<file path="src/rtl/alu_sequencer.sv">
// alu_sequencer
//   Micro-sequencer that walks a small program of ALU operations and drives the
//   register-bank/ALU datapath: per instruction it presents read/write
//   addresses and the ALU selector, pulses init, waits for alu_done, then
//   pulses RegWrite. It stops on a halt bit or after the last memory entry.
//
// Ports
//   clk, rst              rising-edge clock, synchronous active-high reset
//   start                 begin execution at pc=0 (accepted only in IDLE)
//   prog_we/addr/data     program-memory write port (ignored while busy)
//                         data: [14]=halt [13:12]=selector [11:8]=Ra [7:4]=Rb [3:0]=W
//   alu_done              ALU result valid (sampled only while waiting)
//   addrRa/addrRb/addrW   register-bank addresses
//   selector              ALU operation
//   init, RegWrite        one-cycle ALU start / register write pulses
//   busy, done, pc        status: running, end-of-program pulse, current index
//   error                 sticky watchdog flag
//
// Build option
//   SEQ_TIMEOUT_EN        when defined, a watchdog aborts a WAIT lasting
//                         TIMEOUT_CYCLES cycles and sets error; otherwise
//                         WAIT is unbounded and error is tied low.
module alu_sequencer #(
  parameter int PROG_DEPTH     = 16,
  parameter int PC_W           = 4,
  parameter int TIMEOUT_CYCLES = 64
) (
  input  logic            clk,
  input  logic            rst,
  input  logic            start,
  input  logic            prog_we,
  input  logic [PC_W-1:0] prog_addr,
  input  logic [14:0]     prog_data,
  input  logic            alu_done,
  output logic [3:0]      addrRa,
  output logic [3:0]      addrRb,
  output logic [3:0]      addrW,
  output logic [1:0]      selector,
  output logic            init,
  output logic            RegWrite,
  output logic            busy,
  output logic            done,
  output logic [PC_W-1:0] pc,
  output logic            error
);

  if (PROG_DEPTH != (1 << PC_W) || TIMEOUT_CYCLES < 1) begin : g_param_check
    $error("alu_sequencer: inconsistent PROG_DEPTH/PC_W or TIMEOUT_CYCLES");
  end

  typedef enum logic [2:0] {
    S_IDLE,
    S_ISSUE,
    S_WAIT,
    S_WRITE,
    S_DONE
  } state_t;

  state_t          state, state_n;
  logic [14:0]     mem [PROG_DEPTH];
  logic            mem_wr;
  logic [PC_W-1:0] pc_n;
  logic [3:0]      ra_n, rb_n, w_n;
  logic [1:0]      sel_n;
  logic [14:0]     fetch;
  logic            last;
  logic            timeout;

  assign mem_wr = prog_we && !busy;

  // Program memory: no reset, survives rst.
  always_ff @(posedge clk) begin
    if (mem_wr) begin
      mem[prog_addr] <= prog_data;
    end
  end

  // Memory cannot change while busy, so the current entry is stable here.
  assign last = mem[pc][14] || (pc == PC_W'(PROG_DEPTH - 1));

`ifdef SEQ_TIMEOUT_EN
  localparam int CNT_W = $clog2(TIMEOUT_CYCLES + 1);
  logic [CNT_W-1:0] wait_cnt;

  // Held at zero outside WAIT, so it restarts from zero on every WAIT entry.
  always_ff @(posedge clk) begin
    if (rst) begin
      wait_cnt <= '0;
    end else if (state != S_WAIT) begin
      wait_cnt <= '0;
    end else if (!alu_done) begin
      wait_cnt <= wait_cnt + 1'b1;
    end
  end

  assign timeout = (state == S_WAIT) && !alu_done &&
                   (wait_cnt == CNT_W'(TIMEOUT_CYCLES - 1));

  always_ff @(posedge clk) begin
    if (rst) begin
      error <= 1'b0;
    end else if (timeout) begin
      error <= 1'b1;
    end
  end
`else
  assign timeout = 1'b0;
  assign error   = 1'b0;
`endif

  always_comb begin
    state_n = state;
    pc_n    = pc;
    ra_n    = addrRa;
    rb_n    = addrRb;
    w_n     = addrW;
    sel_n   = selector;
    fetch   = '0;

    case (state)
      S_IDLE: begin
        if (start) begin
          state_n = S_ISSUE;
          pc_n    = '0;
        end
      end
      S_ISSUE: state_n = S_WAIT;
      S_WAIT: begin
        if (alu_done) begin
          state_n = S_WRITE;
        end else if (timeout) begin
          state_n = S_DONE;
        end
      end
      S_WRITE: begin
        if (last) begin
          state_n = S_DONE;
        end else begin
          pc_n    = pc + 1'b1;
          state_n = S_ISSUE;
        end
      end
      S_DONE:  state_n = S_IDLE;
      default: state_n = S_IDLE;
    endcase

    // Outputs are registered, so the instruction is fetched on the edge that
    // enters ISSUE. A write landing on that same edge is forwarded so that a
    // program loaded together with start executes its new entry.
    fetch = mem[pc_n];
    if (mem_wr && prog_addr == pc_n) begin
      fetch = prog_data;
    end
    if (state_n == S_ISSUE) begin
      sel_n = fetch[13:12];
      ra_n  = fetch[11:8];
      rb_n  = fetch[7:4];
      w_n   = fetch[3:0];
    end
  end

  always_ff @(posedge clk) begin
    if (rst) begin
      state    <= S_IDLE;
      pc       <= '0;
      addrRa   <= '0;
      addrRb   <= '0;
      addrW    <= '0;
      selector <= '0;
      init     <= 1'b0;
      RegWrite <= 1'b0;
      busy     <= 1'b0;
      done     <= 1'b0;
    end else begin
      state    <= state_n;
      pc       <= pc_n;
      addrRa   <= ra_n;
      addrRb   <= rb_n;
      addrW    <= w_n;
      selector <= sel_n;
      init     <= (state_n == S_ISSUE);
      RegWrite <= (state_n == S_WRITE);
      busy     <= (state_n == S_ISSUE) || (state_n == S_WAIT) || (state_n == S_WRITE);
      done     <= (state_n == S_DONE);
    end
  end

endmodule

</file>
<file path="config.mk">
export PLATFORM = sky130hd
export DESIGN_NAME = alu_sequencer
export DESIGN_NICKNAME = d
export VERILOG_FILES = /design/src/rtl/alu_sequencer.sv
export SDC_FILE = /design/constraint.sdc
export NUM_CORES = 1
export LEC_CHECK = 0
export ABC_AREA = 1
export CAP_MARGIN = 15
export CORE_ASPECT_RATIO = 0.9
export CORE_MARGIN = 3
export CORE_UTILIZATION = 65
export CTS_CLUSTER_DIAMETER = 100
export CTS_CLUSTER_SIZE = 25
export DETAILED_ROUTE_END_ITERATION = 8
export GPL_TIMING_DRIVEN = 1
export PLACE_DENSITY = 0.93
export SLEW_MARGIN = 20
export SYNTH_ARGS = -nofsm -noshare
export SYNTH_HDL_FRONTEND = slang
export SYNTH_SLANG_ARGS = --single-unit
</file>
<file path="constraint.sdc">
create_clock -name clk -period 3.3 [get_ports clk]
set_input_delay 0.33 -clock clk [delete_from_list [all_inputs] [get_ports clk]]
set_output_delay 0.33 -clock clk [all_outputs]
set_load 0.02 [all_outputs]
</file>
Word-level counts from Yosys, hierarchy flattened. Memory sizes are Yosys's and may differ from the RTL's. A register that Yosys moved wholly into a read port is not among the register bits. Cells that the tools add are included. W data, S select, Z words.

Add/subtract/negate cells: 1. Eq/ne operators: 9. Mux-type cells: 11. Reductions and logical operators: 7.

Operators with widths (number): $mux W14 (1); $eq A3 B2 Y1 const B (4); $mux W4 (3); $pmux W3 S4 (1); $mux W3 (3); $pmux W4 S2 (1); $eq A3 B1 Y1 const B (2); $add A4 B1 Y4 const B (1); $eq A4 B4 Y1 (1); $eq A4 B4 Y1 const B (1); $eq A3 B3 Y1 const B (1); $logic_not A3 Y1 (1); $logic_or A1 B1 Y1 (3); $logic_and A1 B1 Y1 (2); $mux W1 (2); $logic_not A1 Y1 (1).

Register bits: 25. RAM bits: 240. Input bits: 24. Output and inout bits: 23. Logic and storage cells: 39. Memories: 1.

Memory list: mem (words 16, bits a word 15, rd ports 2, clocked after memory_dff 1, write ports 1, RTL line 60) `logic [14:0] mem [PROG_DEPTH];`.

Longest topological paths before layout.
Depth after elaboration: 7. Gate-level depth with buffers: 22. Mapped depth without buffers: 20.

Worst setup path before layout. OpenSTA, ideal clock, no wires.

Path kind: register to register. Start point: reg pc[1]. End point: reg addrRa[0]. Setup time: 0.128 ns. Data arrival time: 2.165 ns. Data required time: 3.172 ns. Slack: 1.007 ns. Cell stages (with the launch flop): 19. Path buffers: 1. Clock period less this slack: 2.293 ns. Cells stage by stage: dfxtp_1 ha_1 inv_1 nand3_1 nand2_2 nand2_4 nand3_4 nand2_2 nand2_2 nand2_4 inv_2 nand2_1 nand3_2 nor2_4 nand2_2 buf_6 or2_0 nand2_1 a21oi_1.

Longest elaborated chain between the ends: 7. Elaborated cells between the ends (all ways): 13. Those cells by class: 1 x add/sub; 3 x eq/ne; 6 x mux; 2 x reduce/logical; 1 x memory.

RTL lines: from (decl) (RTL line 43) `output logic [PC_W-1:0] pc,`; from (signal assigned) (RTL line 176) `pc <= pc_n;`; branches (longest 7 deep; another with $mem_v2 Z16 W15); to (signal assigned) (RTL line 177) `addrRa <= ra_n;`; to (decl) (RTL line 35) `output logic [3:0] addrRa,`.

Several ways; the timed one is not identified. A chain may end at the register's enable or synchronous reset.

Final worst setup path.
Start point: reg pc[1]. End point: reg selector[0].

Longest elaborated chain between the ends: 7. Elaborated cells between the ends (all ways): 13. Those cells by class: 1 x add/sub; 3 x eq/ne; 6 x mux; 2 x reduce/logical; 1 x memory.

RTL lines: branches (longest 7 deep; another with $mem_v2 Z16 W15); to (signal assigned) (RTL line 180) `selector <= sel_n;`; to (decl) (RTL line 38) `output logic [1:0] selector,`.

Several ways; the timed one is not identified.

==> results.py <==
metrics = {
    "outcome": {
        "status": "finished clean",
    },
    "detailed_routing": {
        "dr_wl_met2_mm": 13.7,
        "drc": 0,
        "drtIter0Drc": 1431,
        "antenna_left": 0,
        "dr.max_layer_used": "met5",
        "wl_met3_mm": 4.35,
        "first_pass_iters": 8,
        "wl_met1_mm": 10.3,
        "vias_per_cell": 6.27,
        "via_count": 8789,
        "wl_mm": 29.9,
        "wl_per_cell_um": 21.3,
    },
    "clock_tree": {
        "path_clk_slew_ns": 0.10,
        "cts_sinks": 265,
        "clockBufferDepth": 3,
        "cts.root.buffer_cell": "clkbuf_16",
        "cts_setup_buffers": 0,
        "hold_buffers": 0,
        "cts_tree": "built",
        "cts_made_buffers": 14,
        "h-tree-depth": 1,
        "insertion_delay_ns": 0.49,
    },
    "floorplanning": {
        "pin_count": 47,
        "die_w_um": 148,
        "die_h_um": 134,
        "rows": 46,
        "initial_core_util_pct": 66.6,
        "design.die.area_mm2": 0.0198,
        "core_mm2": 0.0177,
    },
    "min_path": {
        "hold_class": "in2reg",
        "whs_path_depth": 3,
        "min_from": "alu_done",
    },
    "placed_design": {
        "io_buffers": 45,
        "place_hpwl_mm": 17.6,
        "place_inst": 1377,
        "gp_congestion": 0.920,
        "dp_slack_ns": 0.165,
    },
    "logic_synthesis": {
        "synth_cell_types": 32,
        "synth_nets": 1144,
        "muxShareOfSynthArea_pct": 0,
        "synth_seq_area_share_pct": 65.5,
        "syn_area_per_cell_um2": 10.5,
        "netlist_instances": 1119,
        "ys_top_cells_by_area": "edfxtp_1, nand3_1, inv_1",
        "synth_xor_xnor_area_share_pct": 0,
        "synthSimpleGateAreaFrac_pct": 24.0,
        "synthAdderAreaFrac_pct": 0.106,
        "synth-compound-area-share_pct": 1.55,
        "synth_top_family_by_area": "simple AND/OR/NAND/NOR gates",
        "ys_ff_latch": 265,
        "synth.largest_area_cell": "edfxtp_1",
        "synth_top_area_share_pct": 61.2,
        "post_synth_instance_area_mm2": 0.0118,
        "yosys_warnings": 0,
    },
    "layout": {
        "layout-drive-gt1-share_pct": 7.06,
        "fillers": 1103,
        "num_antenna_cells": 0,
        "nets": 1178,
        "area_delta_synth_final_pct": 9.90,
        "final_cells": 1401,
    },
    "sta": {
        "finClkSkew_ns": 0.0202,
        "setup_violations": 0,
        "worstMarginPinSlew_ns": 0.774,
        "period_share_pct": 90.5,
        "rsz0062_at_grt": "no",
        "fmax_ghz": 0.335,
        "slew_viol_final": 0,
        "maxSlewHeadroom_pct": 48.3,
        "setup_tns_ns": 0,
        "hold_viol_final": 0,
        "period_minus_slack_ns": 2.99,
        "fin_ws_ns": 0.313,
    },
    "power": {
        "peakVddDrop_uv": 529,
        "report.power.total_mw": 6.05,
        "p_per_area_mw_per_mm2": 467,
        "p_leak_nw": 5.21,
    },
    "worst_setup_path": {
        "critPathMostFrequentCell": "nand2_1",
        "crit_cells": 18,
        "worst-r2r-cell-count": 18,
        "crit_arrival_ns": 3.41,
        "required_ns": 3.72,
        "crit_slowest_cell": "dfxtp_1",
        "endpoint_kind": "flip-flop",
        "r2r_slack_ns": 0.31,
        "cp_cell_sequence": "ha_1 -> inv_1 -> nand3_1 -> nand2_2 -> nand2_4 -> nand3_4 -> nand2_2 -> inv_2 -> nand2_1 -> nand2_2 -> inv_2 -> nand2_1 -> nand2_1 -> nor2_4 -> nand2_4 -> or2_0 -> nand2_1 -> a21oi_1",
        "path_buf_inv": 3,
        "crit_fanout": 27,
        "critPathLaunch": "pc[1]$_SDFF_PP0_",
        "slowest_delay_ns": 0.54,
        "worstSetupPathType": "reg2reg",
        "start_kind": "flip-flop",
        "r2r-start": "pc[1]$_SDFF_PP0_",
        "crit_family": "simple AND/OR/NAND/NOR gates",
    },
    "global_routing": {
        "antenna_found_initial": 1,
        "grt_use_total_pct": 29.8,
        "grt_max_degree": 115,
        "grt_pass1_wl_mm": 45.9,
        "grt_pass1_vias": 8463,
        "grt.overflow.total": 0,
    },
    "job": {
        "drv_cap": 0,
    },
}
==> cells by family (layout without fill, tap and decap cells) <==
family / Yosys count / after routing
AND/OR/NAND/NOR: 571 / 571
flip-flops: 265 / 265
buffers and inverters: 245 / 287
AO/OA/AOI/OAI: 36 / 36
adder cells (fa/ha/maj): 1 / 1
other: 1 / 1
==> sequential cells by signal, indices dropped and copies added (netlist names), 2 cells and up <==
name,count
pc,4
selector,2
addrW,4
addrRb,4
state,3
mem,240
addrRa,4
==> path summary, 6_finish.rpt <==
kind / endpoint
min: RegWrite$_SDFF_PP0_
min reg2reg: RegWrite$_SDFF_PP0_
max: selector[0]$_SDFFE_PP0P_
max reg2reg: selector[0]$_SDFFE_PP0P_
==> power by group <==
group | internal, mW | switching (mW)
sequential | 3.72 | 0.0345
clock | 0.862 | 1.01
combinational | 0.138 | 0.282
total | 4.72 | 1.33
==> repair_timing <==
item	4_1_cts	5_1_grt
hold endpoints to repair	0	0
endpoints found under the setup margin	0	14
resized for setup	0	2
==> worst reg2reg max path, delay by kind of cell, from the launching register on <==
kind | cells | cell delay (ns)
AOI/OAI and AO/OA | 1 | 0.12
adders and majority gates | 1 | 0.21
buffers and inverters | 3 | 0.44
DFF | 1 | 0.54
and+or+nand+nor | 13 | 1.60
==> synthesized netlist by cell type, drive strengths merged <==
| master | n |
|---|---|
| and3 | 1 |
| inv | 180 |
| a21oi | 16 |
| nor2 | 31 |
| buf | 54 |
| dfxtp | 25 |
| or2 | 14 |
| nand3b | 57 |
| nor3b | 1 |
| o211ai | 1 |
| edfxtp | 240 |
| clkbuf | 11 |
| nand2 | 186 |
| nor3 | 1 |
| nand3 | 280 |
| ha | 1 |
| conb | 1 |
| o21ai | 19 |
==> cell usage in the layout, fill, tap and decap left out <==
cell	n
inv_8	1
clkbuf_1	8
nand3b_1	56
buf_4	35
nor3b_1	1
dfxtp_1	24
inv_6	1
nand2_4	5
nor2_1	26
o21ai_0	15
nand2_2	7
or2_0	6
nand3_4	2
or2_1	8
nor3_1	1
a21oi_1	16
conb_1	1
o21ai_1	4
nand3_1	277
inv_2	5
clkbuf_16	15
edfxtp_1	240
clkdlybuf4s50_1	45
o211ai_1	1
inv_1	174
and3_1	1
nor2_2	4
buf_12	3
dfxtp_2	1
nand3b_2	1
ha_1	1
nand2_1	174
nor2_4	1
nand3_2	1
==> through the flow <==
stage | utilization (%) | instance area [um2] | hold WS, ns
after floorplan | - | 11800 | 0.429
after global placement | 70.8 | 12500 | 0.550
after detailed placement | 70.8 | 12500 | 0.533
after CTS | 73.2 | 12900 | 0.433
after global routing | 73.2 | 12900 | 0.448
final | 73.2 | 12900 | 0.428
==> final cells by class <==
class | count | area [um2] | area share, %
Timing Repair Buffer | 83 | 773 | 5.98
Clock buffer | 23 | 405 | 3.13
Multi-Input combinational cell | 609 | 3060 | 23.6
Clock inverter | 1 | 11.3 | 0.0871
Sequential cell | 265 | 7710 | 59.6
Tap cell | 240 | 300 | 2.32
Inverter | 180 | 681 | 5.26
==> layer usage <==
metal  track usage, %  up-vias
li1                 -     3817
met1             40.8     4062
met2             48.1      742
met3             6.22      166
met4             10.8        2
met5                0        -
Note: power is estimated with default switching activity, not from simulation.
